==> src/rtl/mips32_pkg.sv <==
// Shared mips32 datapath definitions: extension mode encodings and the
// width-legality check used by the extension units.
package mips32_pkg;

  typedef enum logic [1:0] {
    EXT_SIGN    = 2'b00,
    EXT_ZERO    = 2'b01,
    EXT_UPPER   = 2'b10,
    EXT_SUBWORD = 2'b11
  } ext_mode_e;

  // True when the output can hold the operand and the sub-word fits inside it.
  function automatic bit ext_widths_ok(input int in_w, input int out_w, input int sub_w);
    return (out_w >= in_w) && (sub_w >= 1) && (sub_w <= in_w);
  endfunction

endpackage

==> src/rtl/ext_core.sv <==
// Purely combinational operand extender: sign, zero, upper placement (LUI)
// or sub-word sign extension (lb/lh). Shared with the load-alignment unit.
module ext_core
  import mips32_pkg::*;
#(
  parameter int IN_W  = 16,
  parameter int OUT_W = 32,
  parameter int SUB_W = 8
) (
  input  logic [IN_W-1:0]  data_i,
  input  logic [1:0]       mode_i,
  output logic [OUT_W-1:0] data_o
);

  logic signed [IN_W-1:0]  in_s;
  logic signed [SUB_W-1:0] sub_s;

  assign in_s  = signed'(data_i);
  assign sub_s = signed'(data_i[SUB_W-1:0]);

  // Select the extension; size casts of signed operands replicate the sign bit,
  // and with OUT_W == IN_W the casts and the zero-distance shift are identities.
  always_comb begin
    data_o = '0;
    case (mode_i)
      EXT_SIGN:    data_o = OUT_W'(in_s);
      EXT_ZERO:    data_o = OUT_W'(data_i);
      EXT_UPPER:   data_o = OUT_W'(data_i) << (OUT_W - IN_W);
      EXT_SUBWORD: data_o = OUT_W'(sub_s);
      default:     data_o = '0;
    endcase
  end

endmodule

==> src/rtl/ext_unit_pipe.sv <==
// Registered operand extender behind a valid/ready handshake. A main register
// (M) drives the outputs and a skid register (S) absorbs the one extra operand
// that can arrive while M is stalled, so in_ready comes straight from a flop.
module ext_unit_pipe
  import mips32_pkg::*;
#(
  parameter int IN_W  = 16,
  parameter int OUT_W = 32,
  parameter int SUB_W = 8,
  parameter int TAG_W = 5
) (
  input  logic             clock,
  input  logic             reset,
  input  logic             flush,
  input  logic             in_valid,
  output logic             in_ready,
  input  logic [IN_W-1:0]  in_data,
  input  logic [1:0]       in_mode,
  input  logic [TAG_W-1:0] in_tag,
  output logic             out_valid,
  input  logic             out_ready,
  output logic [OUT_W-1:0] out_data,
  output logic [TAG_W-1:0] out_tag
);

  if (!ext_widths_ok(IN_W, OUT_W, SUB_W)) begin : g_width_err
    $error("ext_unit_pipe: illegal widths IN_W=%0d OUT_W=%0d SUB_W=%0d", IN_W, OUT_W, SUB_W);
  end

  logic [OUT_W-1:0] ext_res;

  logic             m_vld_q,  m_vld_d;
  logic [OUT_W-1:0] m_data_q, m_data_d;
  logic [TAG_W-1:0] m_tag_q,  m_tag_d;
  logic             s_vld_q,  s_vld_d;
  logic [OUT_W-1:0] s_data_q, s_data_d;
  logic [TAG_W-1:0] s_tag_q,  s_tag_d;

  logic accept;
  logic deliver;

  ext_core #(
    .IN_W  (IN_W),
    .OUT_W (OUT_W),
    .SUB_W (SUB_W)
  ) u_ext_core (
    .data_i (in_data),
    .mode_i (in_mode),
    .data_o (ext_res)
  );

  assign in_ready  = ~s_vld_q;
  assign out_valid = m_vld_q;
  assign out_data  = m_data_q;
  assign out_tag   = m_tag_q;

  assign accept  = in_valid & ~s_vld_q;
  assign deliver = m_vld_q & out_ready;

  // Next-state for M/S in priority order: flush, drain S into M, refill M, spill into S.
  always_comb begin
    m_vld_d  = m_vld_q;
    m_data_d = m_data_q;
    m_tag_d  = m_tag_q;
    s_vld_d  = s_vld_q;
    s_data_d = s_data_q;
    s_tag_d  = s_tag_q;
    if (flush) begin
      m_vld_d = 1'b0;
      s_vld_d = 1'b0;
    end else if (deliver && s_vld_q) begin
      // in_ready is low here, so no new operand competes with the transfer.
      m_vld_d  = 1'b1;
      m_data_d = s_data_q;
      m_tag_d  = s_tag_q;
      s_vld_d  = 1'b0;
    end else if (deliver || !m_vld_q) begin
      m_vld_d = accept;
      if (accept) begin
        m_data_d = ext_res;
        m_tag_d  = in_tag;
      end
    end else if (accept) begin
      s_vld_d  = 1'b1;
      s_data_d = ext_res;
      s_tag_d  = in_tag;
    end
  end

  // State registers; reset clears every held entry immediately.
  always_ff @(posedge clock or posedge reset) begin
    if (reset) begin
      m_vld_q  <= 1'b0;
      m_data_q <= '0;
      m_tag_q  <= '0;
      s_vld_q  <= 1'b0;
      s_data_q <= '0;
      s_tag_q  <= '0;
    end else begin
      m_vld_q  <= m_vld_d;
      m_data_q <= m_data_d;
      m_tag_q  <= m_tag_d;
      s_vld_q  <= s_vld_d;
      s_data_q <= s_data_d;
      s_tag_q  <= s_tag_d;
    end
  end

endmodule

==> config.mk <==
export PLATFORM = sky130hd
export DESIGN_NAME = ext_unit_pipe
export DESIGN_NICKNAME = d
export VERILOG_FILES = /design/src/rtl/mips32_pkg.sv /design/src/rtl/ext_core.sv /design/src/rtl/ext_unit_pipe.sv
export SDC_FILE = /design/constraint.sdc
export NUM_CORES = 1
export LEC_CHECK = 0
export CORE_ASPECT_RATIO = 0.9
export CORE_MARGIN = 2
export CORE_UTILIZATION = 48
export DETAILED_ROUTE_END_ITERATION = 10
export GPL_TIMING_DRIVEN = 0
export PLACE_DENSITY = 0.82
export SYNTH_ARGS = -nofsm -noshare
export SYNTH_HDL_FRONTEND = slang
export SYNTH_SLANG_ARGS = --single-unit
==> constraint.sdc <==
create_clock -name clock -period 2.54 [get_ports clock]
set_clock_uncertainty 0.1 [all_clocks]
set_input_delay 0.635 -clock clock [delete_from_list [all_inputs] [get_ports clock]]
set_output_delay 0.635 -clock clock [all_outputs]
set_load 0.02 [all_outputs]
==> impl_metrics.ini <==
[global_routing]
grt-busiest-layer = met2
groute.usage.overall = 0.2497
grt_pass1_wl_mm = 17.87
grt_overflow_total = 0
grt_start_max_net_pins = 44
grt_pass1_vias = 3385
grtUsageMet2 = 0.3794
met1_usage = 0.3587
grt_use_met3 = 0.06390
antenna_found_initial = 0

[placement]
pre_cts_slack_ns = -0.08024
io_buffers = 65
gp_congestion = 0.9685
postPlaceCellArea_sq_um = 4852
dpl.hpwl_mm = 7.742

[clocking]
clk_path_buf_depth = 2
cts_resized = 0
clk_pin_slew_ns = 0.07
h-tree-depth = 3
cts_tree = done
clock_latency_ns = 0.36
cts-root-buf = clkbuf_8
cts_setup_buffers = 0
clock_sinks = 76
cts_made_buffers = 9
cts_hold_buffers = 0

[setup_path]
r2r_slack_ns = 0.61
cp.arrival_ns = 1.58
r2r_end = out_data[4]
worstSetupEndpointType = output port
critPathKind = reg2out
cp-startpoint = s_vld_q
worstPathRequired_ns = 1.80
cp-start-kind = flop
timing.rr.start = out_valid
critPathMaxFanout = 6
reg2reg_depth = 6
critPathCapture = in_ready

[layout]
stdcell_area_sq_um = 5084
fin_nets = 473
drive_gt1_frac = 0.1667
antenna_cells = 0
area_delta_synth_final_pct = 25.40

[yosys]
synth_top_family_by_area = compound AO/OA/AOI/OAI gates
synth_edf_count = 0
synth_flop_cell = dfrtp_1
yosys_warnings = 0
synth_top_area_share = 0.4691
ys_ff_latch = 76
synthAdderAreaFrac = 0
synth_top_area_cell = dfrtp_1
synth_nets = 396
synthesis.area_sq_um = 4054
synth_compound_area_frac = 0.2278
synth-xor-area-share = 0
yosysUniqueCellTypes = 30
synthSimpleGateAreaFrac = 0.06883
ys_top_cells_by_count = dfrtp_1 (76), nand2_1 (28), a31oi_1 (26)
postSynth.asyncResetShare = 1.000
syn_avg_cell_area_sq_um = 11.02
synthMuxAreaShare = 0.1614
netlist_instances = 368
synth_area_leaders = dfrtp_1 (47%), mux2_4 (8.5%), mux2i_1 (5.7%), a31oi_1 (4.0%), o2111a_1 (3.9%)
yosysSeqAreaShare = 0.4691
yosysMostFrequentCell = dfrtp_1

[routing]
drtIter0Drc = 302
via_count = 3390
wl_per_cell_microns = 19.92
antenna_left = 0
drcViolationCount = 0
firstDrtPassIters = 5
drt-total-wl_mm = 10.94
avgViaCountPerCell = 6.175

[power]
p_clk_frac = 0.290
internal-power_w = 0.002683
swShare = 0.2941
power_frac_comb = 0.275
finalPower_w = 0.003801
p_sw_w = 0.001118
seqPwrFrac = 0.435
powerDensity_nw_per_um2 = 747.7
peakVddDrop_mv = 0.3964
power_leakage_nw = 2.367

[sta]
worst_hold_slack_ns = 0.4095
period_share = 0.9128
setup_viol = 0
rsz0062_at_grt = no
tightest_slew_ns = 0.7742
fin_crit_ns = 2.318
maxSlewViolCount = 0
finalWorstSetupSlack_ns = 0.2215
hold_viol = 0
fmax_mhz = 431.3
finalSetupTns_ns = 0
max_slew_margin = 0.4828

[die]
die_h_microns = 91.19
start_util = 0.5001
num_rows = 31
die_w_microns = 100.9
io-pin-count = 67
core_sq_um = 8107
dieArea_sq_um = 9198

[run_status]
status = finished clean

[run]
maxCapViolations = 0

[worst_hold_path]
hp-class = reg2reg
[flip-flops by register name (all words and copies together), names as in the netlist]
signal	cells
out_data	32
s_data_q	32
out_tag	5
s_tag_q	5
out_valid	1
s_vld_q	1
[power groups by stage]
stage | clock network (W) | registers, W | logic [W]
2_1_floorplan | 0 | 0.00177 | 0.000501
3_3_place_gp | 0 | 0.00165 | 0.00100
3_5_place_dp | 0 | 0.00167 | 0.00104
4_1_cts | 0.00111 | 0.00165 | 0.00105
5_1_grt | 0.00117 | 0.00168 | 0.00112
6_report | 0.00110 | 0.00165 | 0.00105
[per-stage QoR]
step,util,instances
floorplan,-,368
global placement,0.5961,532
detailed placement,0.5985,533
CTS,0.6271,549
global route,0.6271,549
finish,0.6271,549
[routing by layer]
layer	vias to the layer above	wire length, microns
met1	1676	4797
met5	-	0
met2	169	5175
met3	15	836
met4	0	127
li1	1530	-
[critical path: stages (launching register included)]
cell and delay, ns:
dfrtp_1 0.38, buf_6 0.13, inv_1 0.10, clkdlybuf4s50_1 0.61
[placed cells by master (no fill, tap or decap), types with 6 or more instances in the layout]
| master | count |
|---|---|
| mux2_4 | 23 |
| inv_1 | 18 |
| o211a_1 | 9 |
| o21ai_0 | 23 |
| clkbuf_1 | 18 |
| o2111a_1 | 14 |
| a22o_1 | 14 |
| o31ai_1 | 18 |
| o211ai_1 | 14 |
| clkbuf_8 | 9 |
| a31oi_1 | 26 |
| buf_2 | 17 |
| mux2_2 | 7 |
| mux2i_1 | 23 |
| dfrtp_1 | 76 |
| clkdlybuf4s50_1 | 65 |
| nand3_1 | 8 |
| buf_6 | 6 |
| nand2_1 | 28 |
| nor2_1 | 9 |
[layout make-up]
class / instances / area [sq um]
fillers: 635 / 3023
clock inverters: 5 / 100.1
multi-input cells: 232 / 1857
well taps: 99 / 123.9
plain buffers: 41 / 224.0
clock buffers: 11 / 131.4
inverters: 19 / 75.07
flip-flops and latches: 76 / 1902
repair buffers: 66 / 670.6
[cell families (layout without fill, tap and decap cells)]
family | after synthesis | count (layout)
AO/OA/AOI/OAI | 123 | 123
buffers and inverters | 60 | 142
flip-flops | 76 | 76
multiplexers | 53 | 53
AND/OR/NAND/NOR | 56 | 56
[worst min-delay path by stage]
stage,slack (ns),cells after the start,from,end
2_1_floorplan,0.38,1,s_tag_q[0],s_tag_q[0]
3_3_place_gp,0.39,1,s_tag_q[4],s_tag_q[4]
3_5_place_dp,0.39,1,out_data[16],out_data[16]
4_1_cts,0.41,1,out_data[16],out_data[16]
5_1_grt,0.42,1,s_tag_q[2],s_tag_q[2]
6_report,0.41,1,out_data[17],out_data[17]
Note: power is estimated with default switching activity, not from simulation.
